==> src/rtl/vend_credit_ctrl.sv <==
// rtl/vend_credit_ctrl.sv - vending credit accumulator with dispense/refund sequencer
// Optional build macro AUTO_VEND_EN: vend automatically once credit reaches PRICE.
module vend_credit_ctrl #(
   parameter int CW              = 4,
   parameter int MAX_CREDIT      = 8,
   parameter int PRICE           = 5,
   parameter int DISPENSE_CYCLES = 2
) (
   input  logic          clk,
   input  logic          reset,
   input  logic          coin1,
   input  logic          coin2,
   input  logic          buy,
   input  logic          cancel,
   output logic [CW-1:0] credit,
   output logic          tomato_ok,
   output logic          dispense,
   output logic          refund,
   output logic          coin_reject,
   output logic          buy_deny,
   output logic          busy
);

   localparam int DW = (DISPENSE_CYCLES > 1) ? $clog2(DISPENSE_CYCLES) : 1;
   localparam logic [DW-1:0] DC_LAST = DW'(DISPENSE_CYCLES - 1);

   typedef enum logic [1:0] {
      ST_IDLE,
      ST_DISPENSE,
      ST_REFUND
   } state_t;

   state_t          r_state, w_state_nxt;
   logic [CW-1:0]   r_credit, w_credit_nxt;
   logic [DW-1:0]   r_dcnt, w_dcnt_nxt;
   logic            r_coin_reject, w_coin_reject_nxt;
   logic            r_buy_deny, w_buy_deny_nxt;
   logic            w_coin;
   logic            w_can_vend;
   logic            w_auto_vend;
   logic [CW:0]     w_sum;

   assign w_coin     = coin1 | coin2;
   // {coin2,coin1} read as a 2-bit number is exactly coin1 + 2*coin2
   assign w_sum      = {1'b0, r_credit} + {{(CW-1){1'b0}}, coin2, coin1};
   assign w_can_vend = (r_credit >= CW'(PRICE));

`ifdef AUTO_VEND_EN
   assign w_auto_vend = w_can_vend;
`else
   assign w_auto_vend = 1'b0;
`endif

   always_ff @(posedge clk) begin
      if (reset) begin
         r_state       <= ST_IDLE;
         r_credit      <= '0;
         r_dcnt        <= '0;
         r_coin_reject <= 1'b0;
         r_buy_deny    <= 1'b0;
      end else begin
         r_state       <= w_state_nxt;
         r_credit      <= w_credit_nxt;
         r_dcnt        <= w_dcnt_nxt;
         r_coin_reject <= w_coin_reject_nxt;
         r_buy_deny    <= w_buy_deny_nxt;
      end
   end

   always_comb begin
      w_state_nxt       = r_state;
      w_credit_nxt      = r_credit;
      w_dcnt_nxt        = r_dcnt;
      w_coin_reject_nxt = 1'b0;
      w_buy_deny_nxt    = 1'b0;
      case (r_state)
         ST_IDLE: begin
            if (cancel && (r_credit != '0)) begin
               w_state_nxt       = ST_REFUND;
               w_coin_reject_nxt = w_coin;
            end else if (w_can_vend && (buy || w_auto_vend)) begin
               w_state_nxt       = ST_DISPENSE;
               w_credit_nxt      = r_credit - CW'(PRICE);
               w_dcnt_nxt        = '0;
               w_coin_reject_nxt = w_coin;
            end else begin
               // Reaching here with buy set means credit is short of PRICE
               w_buy_deny_nxt = buy;
               if (w_coin) begin
                  if (w_sum <= (CW+1)'(MAX_CREDIT))
                     w_credit_nxt = w_sum[CW-1:0];
                  else
                     w_coin_reject_nxt = 1'b1;
               end
            end
         end
         ST_DISPENSE: begin
            w_coin_reject_nxt = w_coin;
            if (r_dcnt == DC_LAST)
               w_state_nxt = ST_IDLE;
            else
               w_dcnt_nxt = r_dcnt + DW'(1);
         end
         ST_REFUND: begin
            w_coin_reject_nxt = w_coin;
            w_credit_nxt      = (r_credit == '0) ? '0 : r_credit - CW'(1);
            if (r_credit <= CW'(1))
               w_state_nxt = ST_IDLE;
         end
         default: begin
            w_state_nxt = ST_IDLE;
         end
      endcase
   end

   assign credit      = r_credit;
   assign tomato_ok   = w_can_vend;
   assign dispense    = (r_state == ST_DISPENSE);
   assign refund      = (r_state == ST_REFUND);
   assign coin_reject = r_coin_reject;
   assign buy_deny    = r_buy_deny;
   assign busy        = (r_state != ST_IDLE);

endmodule
==> config.mk <==
export PLATFORM = sky130hd
export DESIGN_NAME = vend_credit_ctrl
export DESIGN_NICKNAME = d
export VERILOG_FILES = /design/src/rtl/vend_credit_ctrl.sv
export SDC_FILE = /design/constraint.sdc
export NUM_CORES = 1
export LEC_CHECK = 0
export CELL_PAD_IN_SITES_DETAIL_PLACEMENT = 1
export CELL_PAD_IN_SITES_GLOBAL_PLACEMENT = 2
export CORE_ASPECT_RATIO = 1.4
export CORE_UTILIZATION = 32
export CTS_CLUSTER_SIZE = 12
export DETAILED_ROUTE_END_ITERATION = 12
export MAX_ROUTING_LAYER = met4
export PLACE_DENSITY_LB_ADDON = 0.1
export SYNTH_ARGS = -nofsm -noshare
export SYNTH_HDL_FRONTEND = slang
export SYNTH_SLANG_ARGS = --single-unit
==> constraint.sdc <==
create_clock -name clk -period 5 [get_ports clk]
set_input_delay 0.75 -clock clk [delete_from_list [all_inputs] [get_ports clk]]
set_output_delay 0.75 -clock clk [all_outputs]
set_load 0.01 [all_outputs]
# Word level (Yosys, flattened, before mapping)
# Cells that the tools add are included.
[classes] n_addsub=4 order_cmp=3 n_eq_ne=9 muxes=20 bitwise=2 reduce_logical=13
[op_table] cell="4-bit two-way mux" count=5
[op_table] cell="3-bit != test (second input constant)" count=3
[op_table] cell="2-bit two-way mux" count=4
[op_table] cell="4-bit case mux with 2 select lines" count=1
[op_table] cell="1-bit two-way mux" count=7
[op_table] cell="2-bit case mux with 3 select lines" count=1
[op_table] cell="3-bit AND reduction" count=2
[op_table] cell="2-bit nonzero test" count=3
[op_table] cell="4-bit by 2-bit adder with 5-bit output" count=1
[op_table] cell="5-bit by 4-bit less-or-equal comparator with 1-bit output (second input constant)" count=1
[op_table] cell="4-bit by 3-bit greater-or-equal comparator with 1-bit output (second input constant)" count=1
[op_table] cell="4-bit by 1-bit less-or-equal comparator with 1-bit output (second input constant)" count=1
[op_table] cell="4-bit logical NOT" count=1
[op_table] cell="2-bit by 1-bit != test with 1-bit output (second input constant)" count=2
[op_table] cell="2-bit != test (second input constant)" count=2
[op_table] cell="1-bit case mux with 2 select lines" count=2
[op_table] cell="4-bit AND reduction" count=1
[op_table] cell="4-bit nonzero test" count=1
[op_table] cell="4-bit OR reduction" count=1
[op_table] cell="4-bit by 1-bit subtractor with 4-bit output (second input constant)" count=1
[op_table] cell="4-bit by 3-bit subtractor with 4-bit output (second input constant)" count=1
[op_table] cell="2-bit by 1-bit == test with 1-bit output (second input constant)" count=1
[op_table] cell="2-bit == test (second input constant)" count=1
[op_table] cell="1-bit logical AND" count=2
[op_table] cell="5 further kinds" count=5
[totals] register_bits=9 input_bits=6 out_inout_bits=10 word_cells=56

# Logic depth before layout (Yosys ltp)
[depth] word_depth=7 mapped_depth=8 depth_no_buf=8

# Least setup slack after synthesis
# OpenSTA, ideal clock, no wires.
[synth_path] path_type="input to register" from="input port coin1" to="register r_credit[0], in the netlist credit[0]" setup_ns=0.121 arrival_time_ns=2.495 required_time_ns=4.879 path_slack_ns=2.383 stages=8 n_path_buf=0 cell_sequence="ha_1 > inv_1 > fa_1 > xnor2_1 > nor3b_2 > nor3_2 > or3_4 > mux2_4"
[synth_between] elab_chain_cells=6 word_cells_on_any_way=11 classes_between="add/sub: 1; order compare: 1; eq/ne: 2; mux: 5; bitwise: 1; reduce/logical: 1"
[synth_lines] element="start, declared" line_no="11" rtl="input logic coin1,"
[synth_lines] element="branches (longest 6 deep; another with 4-bit by 2-bit adder with 5-bit output)"
[synth_lines] element="end signal, assigned" line_no="63" rtl="r_credit <= w_credit_nxt;"
[synth_lines] element="end, declared" line_no="34" rtl="logic [CW-1:0] r_credit, w_credit_nxt;"
# Parallel ways; which one is timed is not known. The select of a mux whose other input is x is not followed.
# A chain may end at the register's enable or synchronous reset.

# Final worst setup path
# Ends and elaborated chain as after synthesis.

==> results by group <==
Drt
  • WL final: 2.604 mm
  • First-pass DRT Iterations: 5
  • Drt initial violations: 18
  • Routed length per instance: 16.28 um
  • Final ANT Viol Nets: 0
  • Vias post-DR: 881
  • Drc violations: 0
  • Post-DR vias/cell: 5.506

Floorplan
  • Initial Util: 33.97%
  • Die Ht: 65.00 um
  • Core area: 2670 um^2
  • Die ar.: 3055 um^2
  • Row cnt: 22
  • Num ports: 16
  • Die width: 47 um

Worst hold path
  • WHS Endpoint: r_dcnt$_SDFFE_PP0P_
  • Hold depth: 2
  • Hold Crit Start: r_dcnt$_SDFFE_PP0P_
  • Hold crit path type: flop to flop

Synth
  • Mean Syn Cell Area: 8.247 um^2
  • Post-synthesis register bit count: 9
  • Distinct cells, synth: 49
  • Post-synth EDFFs: 0
  • Compound-cell area share of the yosys netlist: 25.52%
  • Post-synth design cell area: 907.1 um^2
  • Yosys synthesis warning count: 0
  • Mux cell area share after synthesis: 4.966%
  • Post-synthesis simple-gate area fraction: 26.34%
  • Post-Synth Adder-Cell Area: 13.24%
  • Post-synthesis sequential area ratio: 19.86%
  • Fraction of registers with async set/reset: 0%
  • Largest family of logic cells by synthesized area: simple AND/OR/NAND/NOR gates
  • Cells after synthesis: 110
  • Mapped Nets: 125
  • Synth Flop Type: dfxtp_1
  • Synth Area in XOR/XNOR: 1.931%

Global route
  • First-pass GRT wire length: 4.395 mm
  • GR Overflow Total: 0
  • Met2 usage: 34.90%
  • Total global-route track usage: 20.44%
  • Met3 usage: 2.507%
  • Met1 GRT Util: 23.39%
  • GRT Max-Usage Layer: met2
  • Initial antenna violation count: 0
  • Vias in the first global route: 939
  • Largest net degree at the start of global routing: 17

Critical path
  • R2r startpoint: credit[0]$_SDFFE_PP0P_
  • R2R depth: 8
  • RR Endpoint: credit[0]$_SDFFE_PP0P_
  • Critical Path AT: 3.13 ns
  • Crit Path Max Fanout: 6
  • Crit. End Element: flop
  • Critical Path Source Type: primary input
  • WS Path Type: primary input to flop
  • Setup slack, reg-to-reg: 2.46 ns
  • Required time worst endpoint: 5.16 ns

Timing
  • Crit path time final: 2.968 ns
  • Peak Freq: 337.0 MHz
  • Final worst-path cycle share: 59.35%
  • Slew margin rel.: 61.92%
  • Fin. max-slew vios: 0
  • Hold Vio Cnt, Final: 0
  • Least-Margin Pin Slew: 0.5704 ns
  • RSZ-0062 raised after global routing: false
  • Fin Setup TNS: 0 ns
  • Skew final: 0.007403 ns
  • Hold WS: 0.5314 ns
  • Endpoints failing setup: 0

Outcome
  • Status: completed

Clock network
  • Hold-fix buffers, CTS: 0
  • Clk_lat worst skew: 0.27 ns
  • Post-CTS setup buffers: 0
  • Clk pin slew, worst setup/hold paths: 0.07 ns
  • H-tree level count: 1
  • TritonCTS clock tree: built
  • CTS sink count: 9
  • CTS Buf Count: 3
  • Root Buffer Master: clkbuf_4
  • Max clock buf depth: 2
  • Post-CTS sizing: 0

Flow run
  • Max_cap viols: 0

Power
  • Tot Pwr: 0.6186 mW
  • Cell Pwr Density: 568.3 nW/um^2
  • Clock share of power: 9.8%
  • Peak VDD IR: 0.0002117 V
  • Net switching power: 0.2881 mW
  • Sequential power share: 20.8%
  • Logic pwr share: 69.5%
  • P_leak: 0.4254 nW
  • Pint: 0.3304 mW
  • Switching fraction of total power: 46.58%

Final layout
  • Share of post-route cells with drive strength above 1: 12.10%
  • Area growth syn-to-layout: 20.00%
  • Final #Nets: 140
  • Ant. Diodes: 0
  • Final std cells w/o fill: 160

Place
  • GPL Wtd Cong: 0.7350
  • Placed Instances: 156
  • # port buffers: 15
  • HPWL Detailed: 2.057 mm
[per-stage QoR]
| stage | setup WS [ns] | instance area (um^2) | utilization, % |
|---|---|---|---|
| CTS | 2.030 | 1089 | 40.77 |
| floorplan | 2.383 | 907.1 | - |
| global placement | 1.809 | 1062 | 39.78 |
| global route | 1.839 | 1089 | 40.77 |
| finish | 2.032 | 1089 | 40.77 |
| detailed placement | 1.756 | 1062 | 39.78 |
[synth_stat cells, types with 3 or more instances]
| cell type | instances | area [um^2] |
|---|---|---|
| a21oi_1 | 7 | 35.03 |
| dfxtp_1 | 9 | 180.2 |
| ha_1 | 8 | 100.1 |
| inv_1 | 9 | 33.78 |
| mux2i_1 | 3 | 30.03 |
| nand2_1 | 5 | 18.77 |
| nand3_1 | 3 | 15.01 |
| nand3b_1 | 3 | 22.52 |
| nor2_1 | 8 | 30.03 |
| nor3_1 | 5 | 25.02 |
| o21ai_0 | 7 | 35.03 |
[sequential cells by signal (all words and copies together), names as in the netlist]
| register | flops |
|---|---|
| credit | 4 |
| coin_reject | 1 |
| buy_deny | 1 |
| r_dcnt | 1 |
| r_state | 2 |
[per-layer routing]
metal / part of all wire [%] / vias up / wire length, um
met5: 0 / - / 0
met4: 1.7 / 0 / 44
met3: 3.3 / 6 / 85
met2: 54 / 22 / 1400
met1: 41 / 428 / 1073
li1: - / 425 / -
[how the worst max path moves through the flow]
stage	from	endpoint	slack [ns]	cells past startpoint
CTS	coin1	credit[0]$_SDFFE_PP0P_	2.03	9
global placement	coin1	credit[0]$_SDFFE_PP0P_	1.81	9
global route	coin1	credit[2]$_SDFFE_PP0P_	1.84	9
floorplan	coin1	credit[0]$_SDFFE_PP0P_	2.38	8
detailed placement	coin1	credit[0]$_SDFFE_PP0P_	1.76	9
finish	coin1	credit[0]$_SDFFE_PP0P_	2.03	9
[layout by cell type (no fill, tap or decap), types with 2 or more instances in the layout]
cell type / synthesis / routed
nor2b_1: 2 / 2
inv_1: 9 / 9
clkdlybuf4s50_1: 0 / 15
dfxtp_1: 9 / 9
a21oi_1: 7 / 7
nand3_1: 3 / 3
o21ai_0: 7 / 7
nor2_1: 8 / 8
ha_1: 8 / 8
nor3_1: 5 / 5
o31a_1: 2 / 2
nand2_1: 5 / 5
clkbuf_4: 0 / 3
mux2i_1: 3 / 3
xnor2_1: 2 / 2
nand3b_1: 3 / 3
a21o_1: 2 / 2
[layout make-up]
cell class,instances,area [um^2]
fill,337,1582
multi-input combinational,87,653.1
sequential,9,180.2
timing repair buffer,15,150.1
tap,36,45.04
inverter,9,33.78
clock buffer,4,26.28
[cell families (layout without fill, tap and decap cells)]
group / count (synthesis) / count (layout)
adders and majority gates: 9 / 9
buffers and inverters: 14 / 28
DFF: 9 / 9
AOI/OAI and AO/OA: 32 / 32
xor gates and xnor gates: 2 / 2
and+or+nand+nor: 40 / 40
muxes: 4 / 4
[power groups by stage]
stage / Clock [mW] / Sequential, mW / Combinational [mW]
floorplan: 0 / 0.120 / 0.318
detailed placement: 0 / 0.131 / 0.432
CTS: 0.0626 / 0.130 / 0.437
global route: 0.0656 / 0.133 / 0.476
global placement: 0 / 0.131 / 0.427
finish: 0.0604 / 0.129 / 0.430
[critical path, cell delays in order]
cell and delay (ns):
clkdlybuf4s50_1 0.49, ha_1 0.19, inv_1 0.06, fa_1 0.45
xnor2_1 0.17, nor3b_2 0.22, nor3_2 0.08, or3_4 0.41
mux2_4 0.30
Note: power is estimated with default switching activity, not from simulation.
